[config.mk]
export PLATFORM = sky130hd
export DESIGN_NAME = pacman_move_ctrl
export DESIGN_NICKNAME = d
export VERILOG_FILES = /design/src/rtl/pacman_pkg.sv /design/src/rtl/pacman_move_ctrl_frame_tick.sv /design/src/rtl/pacman_move_ctrl.sv
export SDC_FILE = /design/constraint.sdc
export NUM_CORES = 1
export LEC_CHECK = 0
export BUFFER_PORTS_ARGS = -buffer_cell sky130_fd_sc_hd__clkbuf_2
export CELL_PAD_IN_SITES_DETAIL_PLACEMENT = 0
export CELL_PAD_IN_SITES_GLOBAL_PLACEMENT = 2
export CORE_UTILIZATION = 35
export CTS_BUF_LIST = sky130_fd_sc_hd__clkbuf_4 sky130_fd_sc_hd__clkbuf_8 sky130_fd_sc_hd__clkbuf_16
export DETAILED_ROUTE_END_ITERATION = 6
export GPL_TIMING_DRIVEN = 0
export PLACE_DENSITY = 0.84
export SYNTH_ARGS = -nofsm -noshare
export SYNTH_HDL_FRONTEND = slang
export SYNTH_SLANG_ARGS = --single-unit
[constraint.sdc]
create_clock -name clock -period 4.5 [get_ports clock]
set_input_delay 1.35 -clock clock [delete_from_list [all_inputs] [get_ports clock]]
set_output_delay 1.35 -clock clock [all_outputs]
set_load 0.02 [all_outputs]
[src/rtl/pacman_pkg.sv]
// Shared constants, direction codes and FSM encoding for the Pac-Man movement sequencer.
package pacman_pkg;

  localparam int SCREEN_W = 160;
  localparam int SCREEN_H = 120;
  localparam int SPRITE   = 5;

  localparam logic [1:0] DIR_RIGHT = 2'd0;
  localparam logic [1:0] DIR_LEFT  = 2'd1;
  localparam logic [1:0] DIR_UP    = 2'd2;
  localparam logic [1:0] DIR_DOWN  = 2'd3;

  typedef enum logic [2:0] {
    S_INIT  = 3'd0,
    S_WAIT  = 3'd1,
    S_ERASE = 3'd2,
    S_MOVE  = 3'd3,
    S_DRAW  = 3'd4
  } state_t;

  // Saturate a signed candidate coordinate into 0..lim.
  function automatic logic signed [8:0] clamp_pos(input logic signed [8:0] pos,
                                                  input logic signed [8:0] lim);
    logic signed [8:0] r;
    r = pos;
    if (pos < 9'sd0)
      r = 9'sd0;
    else if (pos > lim)
      r = lim;
    return r;
  endfunction

endpackage

[src/rtl/pacman_move_ctrl_frame_tick.sv]
// Free-running frame counter; tick is high for the single cycle at count == TICK_CYCLES-1.
module frame_tick #(
  parameter int TICK_CYCLES = 833333
) (
  input  logic clock,
  input  logic reset,
  output logic tick
);

  localparam int CW = (TICK_CYCLES > 1) ? $clog2(TICK_CYCLES) : 1;
  localparam logic [CW-1:0] LAST = CW'(TICK_CYCLES - 1);

  logic [CW-1:0] count;

  always_ff @(posedge clock) begin
    if (!reset)
      count <= '0;
    else if (count == LAST)
      count <= '0;
    else
      count <= count + CW'(1);
  end

  assign tick = (count == LAST);

endmodule

[src/rtl/pacman_move_ctrl.sv]
// Frame-tick sequencer for the 5x5 sprite drawer: erase at old position, move with wall
// clamping, redraw. Outputs are registered so the drawer sees clean, stable coordinates.
module pacman_move_ctrl #(
  parameter int         SCREEN_W    = 160,
  parameter int         SCREEN_H    = 120,
  parameter int         SPRITE      = 5,
  parameter int         STEP        = 1,
  parameter int         TICK_CYCLES = 833333,
  parameter logic [7:0] START_X     = 8'd0,
  parameter logic [6:0] START_Y     = 7'd0
) (
  input  logic       clock,
  input  logic       reset,
  input  logic       move_right,
  input  logic       move_left,
  input  logic       move_up,
  input  logic       move_down,
  input  logic       done_print,
  output logic       draw_en,
  output logic       erase,
  output logic [7:0] startx,
  output logic [6:0] starty,
  output logic [1:0] facing,
  output logic       busy
);

  import pacman_pkg::*;

  localparam logic signed [8:0] X_MAX  = 9'(SCREEN_W - SPRITE);
  localparam logic signed [8:0] Y_MAX  = 9'(SCREEN_H - SPRITE);
  localparam logic signed [8:0] STEP_S = 9'(STEP);

  state_t state, state_next;

  logic              tick;
  logic              armed;
  logic              pass_end;
  logic              key_any;
  logic [1:0]        key_dir;
  logic signed [8:0] x_s, y_s, cand_x, cand_y;
  logic              move_req;
  logic [7:0]        next_x;
  logic [6:0]        next_y;
  logic [1:0]        next_dir;

  frame_tick #(.TICK_CYCLES(TICK_CYCLES)) u_frame_tick (
    .clock (clock),
    .reset (reset),
    .tick  (tick)
  );

  // done_print is stale from the previous pass on the first enabled cycle, so it only
  // counts once armed has been set by one cycle of draw_en.
  assign pass_end = draw_en && armed && done_print;
  assign busy     = (state != S_WAIT);

  always_comb begin
    key_any = move_right | move_left | move_up | move_down;
    key_dir = DIR_RIGHT;
    if (move_right)
      key_dir = DIR_RIGHT;
    else if (move_left)
      key_dir = DIR_LEFT;
    else if (move_up)
      key_dir = DIR_UP;
    else if (move_down)
      key_dir = DIR_DOWN;
  end

  always_comb begin
    x_s    = signed'({1'b0, startx});
    y_s    = signed'({2'b00, starty});
    cand_x = x_s;
    cand_y = y_s;
    case (key_dir)
      DIR_RIGHT: cand_x = clamp_pos(x_s + STEP_S, X_MAX);
      DIR_LEFT:  cand_x = clamp_pos(x_s - STEP_S, X_MAX);
      DIR_UP:    cand_y = clamp_pos(y_s - STEP_S, Y_MAX);
      default:   cand_y = clamp_pos(y_s + STEP_S, Y_MAX);
    endcase
    // Pinned against a wall with unchanged facing means nothing to redraw.
    move_req = tick && key_any &&
               !((cand_x == x_s) && (cand_y == y_s) && (key_dir == facing));
  end

  always_comb begin
    state_next = state;
    case (state)
      S_INIT:  if (pass_end) state_next = S_WAIT;
      S_WAIT:  if (move_req) state_next = S_ERASE;
      S_ERASE: if (pass_end) state_next = S_MOVE;
      S_MOVE:  state_next = S_DRAW;
      S_DRAW:  if (pass_end) state_next = S_WAIT;
      default: state_next = S_INIT;
    endcase
  end

  always_ff @(posedge clock) begin
    if (!reset) begin
      state    <= S_INIT;
      draw_en  <= 1'b0;
      erase    <= 1'b0;
      armed    <= 1'b0;
      startx   <= START_X;
      starty   <= START_Y;
      facing   <= DIR_RIGHT;
      next_x   <= START_X;
      next_y   <= START_Y;
      next_dir <= DIR_RIGHT;
    end else begin
      state   <= state_next;
      draw_en <= (state_next == S_INIT) || (state_next == S_ERASE) || (state_next == S_DRAW);
      erase   <= (state_next == S_ERASE);
      armed   <= draw_en && !pass_end && (state_next == state);
      if ((state == S_WAIT) && move_req) begin
        next_x   <= cand_x[7:0];
        next_y   <= cand_y[6:0];
        next_dir <= key_dir;
      end
      if (state == S_MOVE) begin
        startx <= next_x;
        starty <= next_y;
        facing <= next_dir;
      end
    end
  end

endmodule
==> impl_metrics.toml <==
[yosys]
synth.most_common_cell = "nand2_1"
synth-seq-cells = 60
synth_top_area_frac = 0.262
synth_ff_type = "dfxtp_1"
ys_seq_area_frac = 0.262
synth_cells = 642
synth.distinct_cells = 69
synth_fp_nets = 656
synth_edf_count = 0
synthArstFlopShare = 0
avgSynthCellArea_sq_um = 7.14
synth_area_sq_um = 4580
yosys_warnings = 0
synthTopCellsByArea = "dfxtp_1 26%, nand2_1 8.4%, nor2_1 5.2%, mux2i_1 3.7%, a21boi_0 3.6%"
yosys-top-cells-count = "102 x nand2_1, 64 x nor2_1, 60 x dfxtp_1"
synth_top_area_cell = "dfxtp_1"

[routing]
first_iter_violations = 347
antenna_left = 0
via_per_inst = 5.69
dr_total_vias = 4863
drtPass1Iterations = 4
wl_microns = 15300
drc = 0
wl_per_cell_microns = 17.9

[global_route]
grt_use_met3 = 0.0389
grt_usage = 0.234
grt_pass1_wl_microns = 24200
gr-usage-met1 = 0.326
busiest_layer = "met2"
gr-total-overflow = 0
grt_pass1_vias = 4563
grt_antenna_before_repair = 0
use_met2 = 0.358
grt_max_degree = 11

[clocking]
cts_tree = "built"
clockBufferDepth = 2
cts.reportedPaths.clkPinSlew_ns = 0.05
clock_sinks = 60
cts-root-buf = "clkbuf_16"
htree_levels = 3
clock_latency_ns = 0.32
cts_made_buffers = 9

[finish]
antennaDiodeCount = 0
area_growth_pct = 14.4
fin_util = 0.414
layout-drive-gt1-share = 0.107
fill_cells = 1354
design_area_sq_um = 5240
nets = 692

[timing]
tightestPinTransition_ns = 0.970
slew_headroom = 0.348
timing.final.crit_period_ns = 4.27
clock.fmax_mhz = 234
finalCritPeriodShare = 0.949
fin_worst_skew_ns = 0.00419
slew_viol_final = 0
fin_tns_setup_ns = 0
final-hold-violation-count = 0
setup_viol = 0

[setup_path]
path_class = "reg -> reg"
critical_path_arrival_ns = 4.52
cp-start-kind = "register"
cp_slowest_stage_delay_ns = 0.42
slowest_stage = "dfxtp_1"
cp-end-kind = "register"
crit_required_ns = 4.75
cpMostUsedCell = "buf_2"
path_cells = "buf_2 -> buf_2 -> inv_1 -> ha_1 -> buf_2 -> o21bai_1 -> a21oi_1 -> o211ai_1 -> a22o_4 -> o311ai_2 -> o41ai_2 -> a211oi_1 -> and4_1 -> buf_6 -> or2_1 -> buf_6 -> buf_12 -> mux2i_1"
worstPathMaxFanout = 10

[outcome]
status = "completed"

[die]
fp.dieH_microns = 116
die_area_sq_um = 13600
die_w_microns = 116
design.core.area_sq_um = 12700
start_util = 0.362
ios = 27
core.rowCount = 41

[place]
numPortBuffers = 24
place_area_sq_um = 4920
dp_hpwl_microns = 11400
gp_congestion = 0.953

[pwr]
vdd_ir_drop_max_mv = 0.225
p_leak_uw = 0.00196
finalPower_uw = 1290
power.density_nw_per_um2 = 246

[job]
maxCapViolCount = 0

[min_path]
hold_class = "reg -> reg"
## where the power goes
part	leakage, uW	switching, uW	internal [uW]
combinational	0.00133	63.1	34.2
clock	0.000148	217	434
sequential	0.000484	3.84	536
total	0.00196	284	1000
## state kept, by name, indices dropped and copies added, names as in the netlist
name / cells
erase: 1
u_frame_tick.count: 20
armed: 1
startx: 8
facing: 2
next_dir: 2
draw_en: 1
next_y: 7
state: 3
next_x: 8
starty: 7
## logic make-up (layout without fill, tap and decap cells)
kind of cell             Yosys count  in the layout  synth area share
multiplexers                      18             18            0.0396
AO/OA/AOI/OAI                    159            159             0.241
flip-flops                        60             60             0.262
XOR/XNOR                          23             23            0.0440
buffers and inverters             69            109            0.0664
adder cells (fa/ha/maj)            7              7            0.0191
AND/OR/NAND/NOR                  306            306             0.328
## worst max-delay path: cells and delay by family (launching register included)
kind,cells,cell delay [ns]
flops,1,0.42
buf+inv,7,1.30
simple gates,2,0.37
mux,1,0.20
compound gates,7,1.63
fa+ha+maj,1,0.25
## layer usage
layer | part of all wire | wire length [microns]
met5 | 0 | 0
met4 | 0.023 | 346
met3 | 0.075 | 1140
met2 | 0.44 | 6710
met1 | 0.46 | 7060
## area by class of cell
class	count	area [sq um]	share of cell area
Clock inverter	1	5.00	0.000955
Multi-Input combinational cell	513	3100	0.591
Tap cell	172	215	0.0411
Timing Repair Buffer	25	128	0.0243
Inverter	18	67.6	0.0129
Buffer	51	238	0.0453
Clock buffer	14	288	0.0549
Sequential cell	60	1200	0.229
## cell usage in the layout (no fill, tap or decap), drive strengths merged, types with 8 or more instances in the layout
cell type | netlist | final
nand2 | 102 | 102
clkbuf | 39 | 76
nor2 | 64 | 64
dfxtp | 60 | 60
a21oi | 33 | 33
nand3 | 32 | 32
o21ai | 25 | 25
a21boi | 22 | 22
nor3 | 19 | 19
inv | 18 | 18
mux2i | 17 | 17
nor4 | 16 | 16
xnor2 | 14 | 14
buf | 12 | 14
nand2b | 13 | 13
and3 | 12 | 12
a211oi | 11 | 11
o211ai | 9 | 9
a31oi | 9 | 9
xor2 | 9 | 9
nor3b | 8 | 8
## metrics by stage
step | setup WS (ns) | instances | hold slack, ns
2_1_floorplan | 0.490 | 642 | 0.438
3_3_place_gp | -0.212 | 838 | 0.445
3_5_place_dp | -0.140 | 838 | 0.458
4_1_cts | 0.0584 | 853 | 0.468
5_1_grt | -0.0130 | 854 | 0.484
6_report | 0.231 | 854 | 0.463
## worst paths after layout
check	endpoint	cells after the start	slack (ns)	startpoint
worst max-delay path	next_y[1]	18	0.23	startx[0]
worst min-delay path	startx[7]	2	0.46	next_x[7]
worst max register to register	next_y[1]	18	0.23	startx[0]
worst min register to register	startx[7]	2	0.46	next_x[7]
## what timing repair did
item                       in CTS  in global routing
resized for setup               1                  5
buffers inserted                0                  1
gates cloned                    0                  0
hold buffers                    0                  0
pin swaps                       0                  2
setup endpoints to repair      19                 20
(Power assumes the default switching activity.)
